==> src/rtl/ddr2_traffic_pkg.sv <==
// Shared state encoding, default parameters and helpers for the DDR2 local-side
// traffic master.
package ddr2_traffic_pkg;

  typedef enum logic [2:0] {
    ST_IDLE,
    ST_WR,
    ST_RD_ISSUE,
    ST_RD_DRAIN,
    ST_DONE
  } state_t;

  localparam int DEF_ADDR_W          = 24;
  localparam int DEF_DATA_W          = 32;
  localparam int DEF_BE_W            = 4;
  localparam int DEF_BURST           = 2;
  localparam int DEF_MAX_OUTSTANDING = 8;

  function automatic logic [15:0] sat_inc16(input logic [15:0] v);
    return (v == 16'hFFFF) ? v : v + 16'd1;
  endfunction

endpackage

==> src/rtl/ddr2_traffic_checker.sv <==
// Read-return checker: regenerates the expected pattern beat by beat, counts
// miscompares and remembers the burst address of the first one.
module ddr2_traffic_checker
  import ddr2_traffic_pkg::*;
#(
  parameter int ADDR_W = DEF_ADDR_W,
  parameter int DATA_W = DEF_DATA_W,
  parameter int BURST  = DEF_BURST
) (
  input  logic              i_clk,
  input  logic              i_rst_n,
  input  logic              i_clear,
  input  logic [ADDR_W-1:0] i_base,
  input  logic [DATA_W-1:0] i_seed,
  input  logic              i_enable,
  input  logic              i_valid,
  input  logic [DATA_W-1:0] i_rdata,
  output logic              o_burst_ret,
  output logic              o_mismatch,
  output logic [15:0]       o_err_count,
  output logic [ADDR_W-1:0] o_first_err_addr
);

  logic [DATA_W-1:0] r_exp;
  logic [2:0]        r_beat;
  logic [ADDR_W-1:0] r_addr;
  logic [15:0]       r_err_count;
  logic [ADDR_W-1:0] r_first_err_addr;
  logic              w_beat;

  assign w_beat           = i_enable && i_valid;
  assign o_mismatch       = w_beat && (i_rdata != r_exp);
  assign o_burst_ret      = w_beat && (r_beat == 3'(BURST - 1));
  assign o_err_count      = r_err_count;
  assign o_first_err_addr = r_first_err_addr;

  always_ff @(posedge i_clk or negedge i_rst_n) begin
    if (!i_rst_n) begin
      r_exp            <= '0;
      r_beat           <= '0;
      r_addr           <= '0;
      r_err_count      <= '0;
      r_first_err_addr <= '0;
    end else if (i_clear) begin
      r_exp            <= i_seed;
      r_beat           <= '0;
      r_addr           <= i_base;
      r_err_count      <= '0;
      r_first_err_addr <= '0;
    end else if (w_beat) begin
      r_exp <= r_exp + DATA_W'(1);
      if (o_burst_ret) begin
        r_beat <= '0;
        r_addr <= r_addr + ADDR_W'(BURST);
      end else begin
        r_beat <= r_beat + 3'd1;
      end
      // err_count saturates, so "still zero" reliably marks the first miscompare
      if (o_mismatch) begin
        r_err_count <= sat_inc16(r_err_count);
        if (r_err_count == 16'd0) r_first_err_addr <= r_addr;
      end
    end
  end

endmodule

==> src/rtl/ddr2_local_traffic_master.sv <==
// Write-then-readback traffic generator for a DDR2 controller local interface:
// writes cfg_num_bursts bursts of an incrementing pattern, reads them back, checks.
module ddr2_local_traffic_master
  import ddr2_traffic_pkg::*;
#(
  parameter int ADDR_W          = DEF_ADDR_W,
  parameter int DATA_W          = DEF_DATA_W,
  parameter int BE_W            = DEF_BE_W,
  parameter int BURST           = DEF_BURST,
  parameter int MAX_OUTSTANDING = DEF_MAX_OUTSTANDING
) (
  input  logic              phy_clk,
  input  logic              reset_phy_clk_n,
  input  logic              start,
  input  logic [ADDR_W-1:0] cfg_base_addr,
  input  logic [15:0]       cfg_num_bursts,
  input  logic [DATA_W-1:0] cfg_seed,
  output logic              busy,
  output logic              done,
  output logic              pass,
  output logic [15:0]       err_count,
  output logic [ADDR_W-1:0] first_err_addr,
  input  logic              local_init_done,
  input  logic              local_ready,
  output logic [ADDR_W-1:0] local_address,
  output logic              local_write_req,
  output logic              local_read_req,
  output logic              local_burstbegin,
  output logic [2:0]        local_size,
  output logic [BE_W-1:0]   local_be,
  output logic [DATA_W-1:0] local_wdata,
  input  logic [DATA_W-1:0] local_rdata,
  input  logic              local_rdata_valid
);

  localparam int OUT_W = $clog2(MAX_OUTSTANDING + 1);

  state_t            r_state;
  state_t            w_state_next;
  logic [1:0]        r_rst_sync;
  logic [15:0]       r_num_bursts;
  logic [ADDR_W-1:0] r_wr_addr;
  logic [ADDR_W-1:0] r_rd_addr;
  logic [DATA_W-1:0] r_wr_data;
  logic [15:0]       r_wr_burst;
  logic [2:0]        r_wr_beat;
  logic [15:0]       r_rd_burst;
  logic [OUT_W-1:0]  r_outstanding;
  logic              r_busy;
  logic              r_done;
  logic              r_pass;

  logic              w_start_ok;
  logic              w_wr_req;
  logic              w_rd_req;
  logic              w_wr_acc;
  logic              w_rd_acc;
  logic              w_last_wr;
  logic              w_last_rd;
  logic              w_can_issue;
  logic              w_chk_en;
  logic              w_burst_ret;
  logic              w_mismatch;
  logic              w_final_ret;
  logic [15:0]       w_err_count;

  // Start is only honoured once the deassertion edge has crossed two flops
  always_ff @(posedge phy_clk or negedge reset_phy_clk_n) begin
    if (!reset_phy_clk_n) r_rst_sync <= 2'b00;
    else                  r_rst_sync <= {r_rst_sync[0], 1'b1};
  end

  assign w_start_ok  = start && local_init_done && r_rst_sync[1] &&
                       ((r_state == ST_IDLE) || (r_state == ST_DONE));
  assign w_can_issue = r_outstanding < OUT_W'(MAX_OUTSTANDING);
  assign w_wr_req    = (r_state == ST_WR) && local_init_done;
  assign w_rd_req    = (r_state == ST_RD_ISSUE) && local_init_done && w_can_issue;
  assign w_wr_acc    = w_wr_req && local_ready;
  assign w_rd_acc    = w_rd_req && local_ready;
  assign w_last_wr   = (r_wr_beat == 3'(BURST - 1)) && (r_wr_burst == r_num_bursts - 16'd1);
  assign w_last_rd   = (r_rd_burst == r_num_bursts - 16'd1);
  assign w_chk_en    = local_init_done &&
                       ((r_state == ST_RD_ISSUE) || (r_state == ST_RD_DRAIN));
  assign w_final_ret = (r_state == ST_RD_DRAIN) && w_burst_ret &&
                       (r_outstanding == OUT_W'(1));

  always_ff @(posedge phy_clk or negedge reset_phy_clk_n) begin
    if (!reset_phy_clk_n) r_state <= ST_IDLE;
    else                  r_state <= w_state_next;
  end

  always_comb begin
    w_state_next     = r_state;
    local_write_req  = w_wr_req;
    local_read_req   = w_rd_req;
    local_burstbegin = 1'b0;
    local_size       = 3'd0;
    local_be         = '0;
    local_wdata      = '0;
    local_address    = '0;
    unique case (r_state)
      ST_IDLE, ST_DONE: begin
        if (w_start_ok) w_state_next = (cfg_num_bursts == 16'd0) ? ST_DONE : ST_WR;
      end
      ST_WR: begin
        local_address    = r_wr_addr;
        local_wdata      = r_wr_data;
        local_be         = '1;
        local_size       = 3'(BURST);
        local_burstbegin = w_wr_req && (r_wr_beat == 3'd0);
        if (w_wr_acc && w_last_wr) w_state_next = ST_RD_ISSUE;
      end
      ST_RD_ISSUE: begin
        local_address = r_rd_addr;
        if (w_rd_req) begin
          local_burstbegin = 1'b1;
          local_size       = 3'(BURST);
        end
        if (w_rd_acc && w_last_rd) w_state_next = ST_RD_DRAIN;
      end
      ST_RD_DRAIN: begin
        if (w_final_ret) w_state_next = ST_DONE;
      end
      default: w_state_next = ST_IDLE;
    endcase
  end

  always_ff @(posedge phy_clk or negedge reset_phy_clk_n) begin
    if (!reset_phy_clk_n) begin
      r_num_bursts  <= '0;
      r_wr_addr     <= '0;
      r_rd_addr     <= '0;
      r_wr_data     <= '0;
      r_wr_burst    <= '0;
      r_wr_beat     <= '0;
      r_rd_burst    <= '0;
      r_outstanding <= '0;
      r_busy        <= 1'b0;
      r_done        <= 1'b0;
      r_pass        <= 1'b0;
    end else if (w_start_ok) begin
      r_num_bursts  <= cfg_num_bursts;
      r_wr_addr     <= cfg_base_addr;
      r_rd_addr     <= cfg_base_addr;
      r_wr_data     <= cfg_seed;
      r_wr_burst    <= '0;
      r_wr_beat     <= '0;
      r_rd_burst    <= '0;
      r_outstanding <= '0;
      r_busy        <= (cfg_num_bursts != 16'd0);
      r_done        <= (cfg_num_bursts == 16'd0);
      r_pass        <= (cfg_num_bursts == 16'd0);
    end else begin
      if (w_wr_acc) begin
        r_wr_data <= r_wr_data + DATA_W'(1);
        if (r_wr_beat == 3'(BURST - 1)) begin
          r_wr_beat  <= '0;
          r_wr_burst <= r_wr_burst + 16'd1;
          r_wr_addr  <= r_wr_addr + ADDR_W'(BURST);
        end else begin
          r_wr_beat <= r_wr_beat + 3'd1;
        end
      end
      if (w_rd_acc) begin
        r_rd_burst <= r_rd_burst + 16'd1;
        r_rd_addr  <= r_rd_addr + ADDR_W'(BURST);
      end
      if (w_rd_acc && !w_burst_ret)      r_outstanding <= r_outstanding + OUT_W'(1);
      else if (!w_rd_acc && w_burst_ret) r_outstanding <= r_outstanding - OUT_W'(1);
      // Final beat's compare result is folded in directly, it lands in err_count this same edge
      if (w_final_ret) begin
        r_busy <= 1'b0;
        r_done <= 1'b1;
        r_pass <= (w_err_count == 16'd0) && !w_mismatch;
      end
    end
  end

  ddr2_traffic_checker #(
    .ADDR_W (ADDR_W),
    .DATA_W (DATA_W),
    .BURST  (BURST)
  ) u_checker (
    .i_clk            (phy_clk),
    .i_rst_n          (reset_phy_clk_n),
    .i_clear          (w_start_ok),
    .i_base           (cfg_base_addr),
    .i_seed           (cfg_seed),
    .i_enable         (w_chk_en),
    .i_valid          (local_rdata_valid),
    .i_rdata          (local_rdata),
    .o_burst_ret      (w_burst_ret),
    .o_mismatch       (w_mismatch),
    .o_err_count      (w_err_count),
    .o_first_err_addr (first_err_addr)
  );

  assign err_count = w_err_count;
  assign busy      = r_busy;
  assign done      = r_done;
  assign pass      = r_pass;

endmodule

==> config.mk <==
export PLATFORM = sky130hd
export DESIGN_NAME = ddr2_local_traffic_master
export DESIGN_NICKNAME = d
export VERILOG_FILES = /design/src/rtl/ddr2_traffic_pkg.sv /design/src/rtl/ddr2_traffic_checker.sv /design/src/rtl/ddr2_local_traffic_master.sv
export SDC_FILE = /design/constraint.sdc
export NUM_CORES = 1
export LEC_CHECK = 0
export BUFFER_PORTS_ARGS = -buffer_cell sky130_fd_sc_hd__buf_4
export CORE_UTILIZATION = 30
export DETAILED_ROUTE_END_ITERATION = 16
export PLACE_DENSITY = 0.47
export SLEW_MARGIN = 20
export SYNTH_ARGS = -nofsm -noshare
export SYNTH_HDL_FRONTEND = slang
export SYNTH_SLANG_ARGS = --single-unit
==> constraint.sdc <==
create_clock -name phy_clk -period 3.22 [get_ports phy_clk]
set_clock_uncertainty 0.05 [all_clocks]
set_input_delay 0.161 -clock phy_clk [delete_from_list [all_inputs] [get_ports phy_clk]]
set_output_delay 0.161 -clock phy_clk [all_outputs]
set_load 0.03 [all_outputs]
==> results of run 1 <==
==> worst max-delay path, delay by kind of cell, from the launching register on <==
kind	cells	cell delay, ns
compound gates	3	0.35
simple gates	3	1.35
buf+inv	1	0.11
flops	1	0.47
fa+ha+maj	1	0.22
xor+xnor	1	0.20
==> cell usage after synthesis (all sizes together) (11+ instances only) <==
cell | count | share of area (%)
dfrtp | 240 | 43
a21oi | 148 | 5.3
xor2 | 129 | 8.2
nand2b | 14 | 0.63
ha | 16 | 1.4
nor4 | 31 | 2.0
and3 | 32 | 1.4
or3 | 11 | 0.50
and4 | 13 | 0.82
and2 | 37 | 1.7
nor2 | 153 | 4.2
xnor2 | 89 | 5.7
o21ai | 19 | 0.71
mux2i | 37 | 2.7
clkbuf | 58 | 1.9
nand3 | 62 | 2.2
a22o | 23 | 1.5
nand4 | 44 | 2.0
nand2 | 165 | 4.5
nor3 | 20 | 0.87
buf | 22 | 1.1
inv | 59 | 1.6
==> sequential cells by signal, indices dropped and copies added, names as in the netlist <==
name and cells:
r_wr_data 32, u_checker.r_exp 32, u_checker.o_first_err_addr 24, u_checker.r_addr 24, r_rd_addr 23, r_wr_addr 23, r_num_bursts 16, r_rd_burst 16
r_wr_burst 16, u_checker.o_err_count 16, r_outstanding 4, r_state 3, r_wr_beat 3, u_checker.r_beat 3, r_rst_sync 2, busy 1
done 1, pass 1
==> layer usage <==
layer  vias up  global-route usage [%]
li1       5733                       -
met1      5869                    25.0
met2       267                    29.7
met3        64                    2.94
met4         4                    5.21
met5         -                       0
==> metrics by stage <==
step | worst slack [ns] | hold WS (ns) | std cells | util [%] | power [mW]
3_3_place_gp | 0.382 | 0.186 | 2277 | 35.4 | 4.11
5_1_grt | 0.144 | 0.0755 | 2404 | 39.2 | 7.90
4_1_cts | 0.271 | 0.0371 | 2404 | 39.2 | 7.70
2_1_floorplan | 0.574 | -0.185 | 1518 | - | 3.68
3_5_place_dp | 0.336 | 0.181 | 2277 | 35.4 | 4.11
6_report | 0.334 | 0.0564 | 2404 | 39.2 | 7.59
==> power by group <==
part           internal [mW]  switching, mW
clock                   2.05           1.41
combinational          0.401          0.486
sequential              3.11          0.132
total                   5.56           2.02
==> cell type report <==
cell class                      instances  area [µm²]  share of cell area [%]
Clock buffer                           45         927                    5.20
Clock inverter                          9        87.6                   0.491
Inverter                               59         221                    1.24
Multi-Input combinational cell       1139        7260                    40.7
Sequential cell                       240        6010                    33.7
Tap cell                              600         751                    4.21
Timing Repair Buffer                  312        2580                    14.5
==> worst paths after layout <==
path | cells past startpoint | from | slack (ns) | to
max | 9 | r_num_bursts[0] | 0.33 | r_state[0]
min | 4 | local_rdata_valid | 0.06 | u_checker.r_beat[0]
max reg2reg | 9 | r_num_bursts[0] | 0.33 | r_state[0]
min reg2reg | 0 | r_rst_sync[0] | 0.30 | r_rst_sync[1]
max in group asynchronous | 3 | reset_phy_clk_n | 2.06 | u_checker.r_addr[8]
min in group asynchronous | 2 | reset_phy_clk_n | 0.14 | r_num_bursts[9]
==> layout by cell type, fill, tap and decap left out, drive strengths merged, types with 5 or more instances in the layout <==
cell type      n
dfrtp        240
buf          239
nand2        165
nor2         153
a21oi        148
xor2         129
xnor2         89
dlygate4sd3   73
nand3         62
inv           59
clkbuf        45
nand4         44
and2          37
mux2i         37
and3          32
nor4          31
a22o          23
nor3          20
o21ai         19
ha            16
nand2b        14
and4          13
or3           11
nor2b          9
o31ai          8
or4            8
clkinv         7
a21o           5
nor3b          5
==> kinds of logic after synthesis <==
family / count (synthesis)
AND/OR/NAND/NOR: 619
multiplexers: 39
AO/OA/AOI/OAI: 241
XOR/XNOR: 221
buffers and inverters: 139
flip-flops: 240
other: 2
adder cells (fa/ha/maj): 16
==> timing repair <==
item | 4_1_cts | 5_1_grt
endpoints found under the setup margin | 0 | 0
endpoints found under the hold margin | 230 | 0
hold buffers | 73 | 0
buffers inserted | 0 | 0
==> impl_results.md, run 1 <==
* Status: completed
* Pwr dens at 425 mW/mm²
* Setup-failing EPs final at 0
* Flops & latches, synth at 240
* Placer Congestion at 0.894
* Largest family of logic cells by synthesized area: simple AND/OR/NAND/NOR gates
* Fmax at 347 MHz
* Final hold vios at 0
* Total gr overflow at 0
* Max Used Layer: met5
* Syn Inst Count at 1,517
* Initial antenna violation count at 3
* Die area at 0.0470 mm²
* Avg Synthesized Cell Area at 9.13 µm²
* Clock Sinks at 240
* Arrival time at the worst endpoint at 3.28 ns
* Worst slew pin tran at 0.708 ns
* CTS buffer count at 30
* Num ports at 219
* Starting Density at 30.5%
* Layout area overhead at 28.7%
* Post-place instance area at 0.0161 mm²
* CP max stage delay at 0.59 ns
* Seq/Total Area, Yosys at 43.4%
* Sequence of cells on the critical path: inv_1 > ha_1 > or3b_2 > nor3_1 > xnor3_1 > o221ai_1 > or4_1 > o22ai_1 > a22oi_1
* Critical path endpoint category: register
* Post-synthesis xor/xnor area fraction at 14.3%
* Fraction of layout cells with a size suffix above 1 at 17.7%
* Fin area at 0.0178 mm²
* Unrepaired setup endpoints after global routing: no
* Clock tree buffer depth at 3
* Critical path startpoint category: register
* Row Count at 78
* Die height at 217 µm
* Synth unique cells at 74
* Peak VDD IR at 0.372 mV
* Vias in the first global route at 11,800
* WS Path Type: register to register
* Vias per cell at 4.97
* Worst-Skew Late Latency at 0.59 ns
* Detailed-route via count at 11,900
* CTS root buffer: clkbuf_16
* Iter 0 DRT Violations at 727
* TritonCTS clock tree: yes
* Setup Total Neg Slack at 0 ns
* Core Footprint at 0.0455 mm²
* Final Max Slew Viols at 0
* Post-layout min period at 2.89 ns
* Simple-gate area share of the yosys netlist at 23.0%
* ANT nets after route at 0
* All-Layer GR Usage at 18.3%
* Number of synthesized flops with an enable pin at 0
* Drt drc at 0
* Largest net degree at the start of global routing at 141
* Worst-path maximum fanout at 6
* Drt pass-1 iters at 7
* Lkg Pwr at 8.09 nW
* First-pass GRT wire length at 68.0 mm
* WL/cell at 18.1 µm
* Metal3 WL at 2.04 mm
* Post_cts resized at 0
* Net count, final at 1,908
* Max_cap viols at 0
* Synth Area in Compound Gates at 10.5%
* Critical Path Slowest Stage Cell: or4_1
* Post-synth ARST share at 100%
* Hpwl dp at 30.8 mm
* FILL cells at 4,674
* Top FF cell, synth: dfrtp_1
* IO Port Bufs at 216
* Met1 WL at 19.8 mm
* Number of H-tree levels at 1
* Tcrit/Tclk final at 89.6%
* Post-synthesis mux area share at 2.84%
* Hold Crit Class: input pin to register
* Yosys warnings at 0
* Max_slew headroom at 52.5%
* Metal2 WL at 20.5 mm
* Aggregate routed wire length at 43.5 mm
* WP data required at 3.62 ns
* Adder-cell share of the synthesized area at 1.45%
* Die width at 217 µm
* ANT cells at 0
* Syn Std Cell Area at 0.0139 mm²
* Reg clk slew, reported paths at 0.06 ns
No activity file was read; power rests on OpenSTA's default activity.
==> run 2, diff against run 1 <==
--- a/config.mk
+++ b/config.mk
@@ -8,7 +8,9 @@
 export BUFFER_PORTS_ARGS = -buffer_cell sky130_fd_sc_hd__buf_4
 export CORE_UTILIZATION = 30
 export DETAILED_ROUTE_END_ITERATION = 16
+export MAX_ROUTING_LAYER = met4
 export PLACE_DENSITY = 0.47
+export RECOVER_POWER = 25
 export SLEW_MARGIN = 20
 export SYNTH_ARGS = -nofsm -noshare
 export SYNTH_HDL_FRONTEND = slang
==> impl_results.md, run 2 (synthesized netlist as in run 1, its figures left out) <==
* Placer Congestion at 0.909
* Tcrit/Tclk final at 90.1%
* Arrival time at the worst endpoint at 2.69 ns
* Worst slew pin tran at 2.29 ns
* Fin area at 0.0178 mm²
* CTS buffer count at 30
* Largest net degree at the start of global routing at 141
* Cells on Worst Hold Path at 4
* Clock Power Share at 45.6%
* CTS root buffer: clkbuf_16
* Failing checks: capacitance limit, slew limit
* Die height at 217 µm
* Worst Reg-to-Reg Cells at 9
* Lkg Pwr at 8.08 nW
* Net count, final at 1,908
* Max_cap viols at 1
* Die width at 217 µm
* Layout area overhead at 28.7%
* Peak VDD IR at 0.371 mV
* TritonCTS clock tree: yes
* Switching share of power at 26.6%
* All-Layer GR Usage at 18.8%
* Drt pass-1 iters at 9
* Hpwl dp at 30.8 mm
* Worst-Skew Late Latency at 0.58 ns
* Vias per cell at 4.97
* Biggest regs: r_wr_data (32), u_checker.r_exp (32)
* Detailed-route via count at 12,000
* Starting Density at 30.5%
* Critical Path Slowest Stage Cell: dfrtp_1
* Comb pwr share at 11.7%
* Initial antenna violation count at 3
* WP data required at 3.01 ns
* Core Footprint at 0.0455 mm²
* Worst-path maximum fanout at 28
* Final hold vios at 0
* Die area at 0.0470 mm²
* Post-layout min period at 2.90 ns
* Pwr dens at 425 mW/mm²
* CP Buf/Inv Count at 2
* Post-place instance area at 0.0161 mm²
* Aggregate routed wire length at 43.4 mm
* Clock Sinks at 240
* First-pass GRT wire length at 68.0 mm
* Total gr overflow at 0
* Reg-to-reg slack, setup at 0.32 ns
* Setup-failing EPs final at 0
* Unrepaired setup endpoints after global routing: no
* Reg clk slew, reported paths at 0.06 ns
* Iter 0 DRT Violations at 716
* Hold Crit Class: input pin to register
* Flop pwr share at 42.7%
* Switching power at 2.02 mW
* Drt drc at 0
* WL/cell at 18.0 µm
* Critical path startpoint category: register
* CP max stage delay at 0.50 ns
* Critical path endpoint category: output port
* Status: finished with violations
* ANT nets after route at 0
* Worst path top cell family by delay: buffers and inverters
* Most frequent cells in the layout: dfrtp_1 (240), buf_4 (234), nand2_1 (164)
* Fmax at 345 MHz
* IO Port Bufs at 216
* CP Depth at 5
* Number of H-tree levels at 1
* WS Path Type: register to output port
* Fraction of layout cells with a size suffix above 1 at 17.7%
* Commonest non-fill, non-tap cell in the layout: dfrtp_1
* Internal at 5.56 mW
* Sequence of cells on the critical path: nor3b_4 > buf_4 > nand2_1 > o41ai_1 > buf_4
* Max_slew headroom at -52.6%
* Setup Total Neg Slack at 0 ns
* Row Count at 78
* Final Max Slew Viols at 82
* Worst path most repeated cell: buf_4
* Clock tree buffer depth at 3
* Num ports at 219
* Vias in the first global route at 11,800
## run 2: final cells by class
type                       instances  area, µm²
timing repair buffer             312       2570
inverter                          59        221
fill                            4678      27700
clock inverter                     9       87.6
multi-input combinational       1139       7260
antenna                            2       5.00
sequential                       240       6010
clock buffer                      45        927
tap                              600        751
## run 2: layer usage
layer / up-vias / wire (µm) / track usage (%)
li1: 5737 / - / -
met1: 5859 / 19800 / 25.2
met2: 293 / 20500 / 29.6
met3: 70 / 2060 / 2.75
met4: 0 / 1120 / 5.21
met5: - / 0 / -
## run 2: worst paths after layout
kind	from	endpoint
setup reg to reg	r_num_bursts[0]	r_state[0]
min in group asynchronous	reset_phy_clk_n	r_num_bursts[9]
setup / recovery	r_state[1]	local_burstbegin
max in group asynchronous	reset_phy_clk_n	u_checker.r_addr[8]
hold / removal	local_rdata_valid	u_checker.r_beat[0]
hold reg to reg	r_rst_sync[0]	r_rst_sync[1]
## run 2: metrics by stage
step	total power [mW]	setup WS, ns	utilization (%)	instances	hold WS [ns]
floorplan	3.68	0.574	-	1518	-0.185
global placement	4.11	0.382	35.4	2277	0.186
detailed placement	4.11	0.336	35.4	2277	0.181
CTS	7.70	0.271	39.2	2404	0.0371
global route	7.90	0.144	39.2	2406	0.0755
finish	7.58	0.319	39.2	2406	0.0594
## run 2: tightest hold or removal path, stage by stage
cell	delay [ns]
buf_4	0.14
nand4b_1	0.10
buf_4	0.17
o31ai_1	0.08
## run 2: repair_timing
item,CTS,global route
resized for setup,0,0
hold endpoints to repair,230,0
hold buffers,73,0
setup buffers,0,0
## run 2: power groups by stage
| stage | combinational [mW] | sequential, mW | clock [mW] |
|---|---|---|---|
| 2_1_floorplan | 0.437 | 3.24 | 0 |
| 3_3_place_gp | 0.818 | 3.29 | 0 |
| 4_1_cts | 0.897 | 3.24 | 3.56 |
| 6_report | 0.888 | 3.24 | 3.45 |
| 3_5_place_dp | 0.819 | 3.29 | 0 |
| 5_1_grt | 0.964 | 3.25 | 3.68 |
==> run 3, diff against run 2 <==
--- a/config.mk
+++ b/config.mk
@@ -6,6 +6,7 @@
 export NUM_CORES = 1
 export LEC_CHECK = 0
 export BUFFER_PORTS_ARGS = -buffer_cell sky130_fd_sc_hd__buf_4
+export CAP_MARGIN = 20
 export CORE_UTILIZATION = 30
 export DETAILED_ROUTE_END_ITERATION = 16
 export MAX_ROUTING_LAYER = met4
==> constraint.sdc (replaced) <==
create_clock -name phy_clk -period 3.4 [get_ports phy_clk]
set_clock_uncertainty 0.05 [all_clocks]
set_input_delay 0.17 -clock phy_clk [delete_from_list [all_inputs] [get_ports phy_clk]]
set_output_delay 0.17 -clock phy_clk [all_outputs]
set_load 0.03 [all_outputs]
==> impl_results.md, run 3 (synthesized netlist as in run 1, its figures left out) <==
* Commonest non-fill, non-tap cell in the layout: dfrtp_1
* Worst slew pin tran at 2.79 ns
* Fin Hold WS at 0.0715 ns
* CP max stage delay at 0.57 ns
* Max_cap viols at 1
* CTS root buffer: clkbuf_16
* Total gr overflow at 0
* ANT nets after route at 0
* Worst-path maximum fanout at 6
* Pwr dens at 393 mW/mm²
* Setup-failing EPs final at 0
* WL/cell at 18.2 µm
* Num ports at 219
* Flop pwr share at 44.2%
* Reg clk slew, reported paths at 0.06 ns
* Pwr Total at 6.95 mW
* Vias in the first global route at 11,800
* Final hold vios at 0
* Critical Path Slowest Stage Cell: or4_1
* Clock tree buffer depth at 3
* Status: finished with violations
* Sequence of cells on the critical path: inv_1 > ha_1 > or3b_2 > nor3_1 > xnor3_1 > o221ai_1 > or4_1 > o22ai_1 > a22oi_1
* WP data required at 3.80 ns
* Switching share of power at 27.4%
* Tcrit/Tclk final at 85.0%
* First-pass GRT wire length at 67.6 mm
* Switching power at 1.91 mW
* Net count, final at 1,904
* Drt pass-1 iters at 5
* Worst-Skew Late Latency at 0.60 ns
* Vias per cell at 4.97
* Peak VDD IR at 0.376 mV
* Most frequent cells in the layout: dfrtp_1 (240), buf_4 (231), nand2_1 (164)
* Arrival time at the worst endpoint at 3.29 ns
* Dpl cells at 2,273
* Core Footprint at 0.0455 mm²
* WS Path Type: register to register
* Post-CTS Setup Inserts at 0
* CTS buffer count at 30
* Hpwl dp at 31.0 mm
* Die area at 0.0470 mm²
* Critical path startpoint category: register
* Unrepaired setup endpoints after global routing: no
* Biggest regs: r_wr_data (32), u_checker.r_exp (32)
* Critical path endpoint category: register
* All-Layer GR Usage at 18.7%
* Comb pwr share at 12.1%
* Clock Sinks at 240
* Failing checks: capacitance limit, slew limit
* Drt drc at 0
* Die height at 217 µm
* Lkg Pwr at 8.01 nW
* TritonCTS clock tree: yes
* Detailed-route via count at 11,900
* CTS hold repair buffers at 73
* Aggregate routed wire length at 43.7 mm
* Iter 0 DRT Violations at 753
* Placer Congestion at 0.900
* IO Port Bufs at 216
* Internal at 5.04 mW
* Fraction of layout cells with a size suffix above 1 at 17.2%
* Max_slew headroom at -86.1%
* Fin cells at 2,400
* Fmax at 346 MHz
* Row Count at 78
* Final Max Slew Viols at 99
* Clock Power Share at 43.7%
* Starting Density at 30.5%
* Layout area overhead at 27.7%
* Hold Crit Class: input pin to register
* Die width at 217 µm
* Number of H-tree levels at 1
* Setup Total Neg Slack at 0 ns
* Initial antenna violation count at 2
* Post-layout min period at 2.89 ns
* Largest net degree at the start of global routing at 181
* Post_cts resized at 0
==> run 3: cell count changes in the layout (fill, tap and decap cells not counted), sizes merged <==
cell,before,now
buf,238,234
bufinv,1,0
clkbuf,46,43
clkinv,7,9
==> run 3: final timing paths <==
kind / slack (ns) / depth (start not counted) / startpoint / to
min in group asynchronous: 0.96 / 2 / reset_phy_clk_n / u_checker.o_err_count[13]
hold reg to reg: 0.30 / 0 / r_rst_sync[0] / r_rst_sync[1]
setup / recovery: 0.51 / 9 / r_num_bursts[0] / r_state[0]
hold / removal: 0.07 / 4 / local_rdata_valid / u_checker.r_beat[0]
setup reg to reg: 0.51 / 9 / r_num_bursts[0] / r_state[0]
max in group asynchronous: 0.71 / 2 / reset_phy_clk_n / r_wr_burst[8]
==> run 3: final cells by class <==
cell class                 instances  area (µm²)
inverter                          59         221
multi-input combinational       1139        7260
sequential                       240        6010
antenna                            2        5.00
timing repair buffer             308        2530
tap                              600         751
clock inverter                    10        77.6
fill                            4634       27800
clock buffer                      42         846
==> run 3: power by group through the flow <==
stage	logic, mW	registers [mW]	clock network [mW]
global route	0.912	3.09	3.23
finish	0.842	3.07	3.03
floorplan	0.413	3.07	0
detailed placement	0.781	3.12	0
CTS	0.854	3.07	3.13
global placement	0.781	3.13	0
==> run 3: per-stage QoR <==
| stage | util (%) | cell area, µm² | worst slack [ns] |
|---|---|---|---|
| finish | 38.9 | 17700 | 0.510 |
| global route | 38.9 | 17700 | 0.156 |
| CTS | 38.9 | 17700 | 0.510 |
| detailed placement | 35.3 | 16000 | 0.523 |
| global placement | 35.3 | 16000 | 0.550 |
| floorplan | - | 13900 | 0.754 |
==> run 3: worst max-delay path, delay by kind of cell (launching register included) <==
family | cells | cell delay [ns]
AOI/OAI and AO/OA | 3 | 0.34
DFF | 1 | 0.47
adders and majority gates | 1 | 0.24
and+or+nand+nor | 3 | 1.33
buffers and inverters | 1 | 0.11
xor gates and xnor gates | 1 | 0.21
==> run 3: per-layer routing <==
metal | GRT usage (%) | share of wire, % | up-vias
met5 | - | 0 | -
met4 | 4.95 | 2.5 | 0
met3 | 2.85 | 5.3 | 68
met2 | 29.2 | 47 | 294
met1 | 25.4 | 45 | 5820
li1 | - | - | 5742
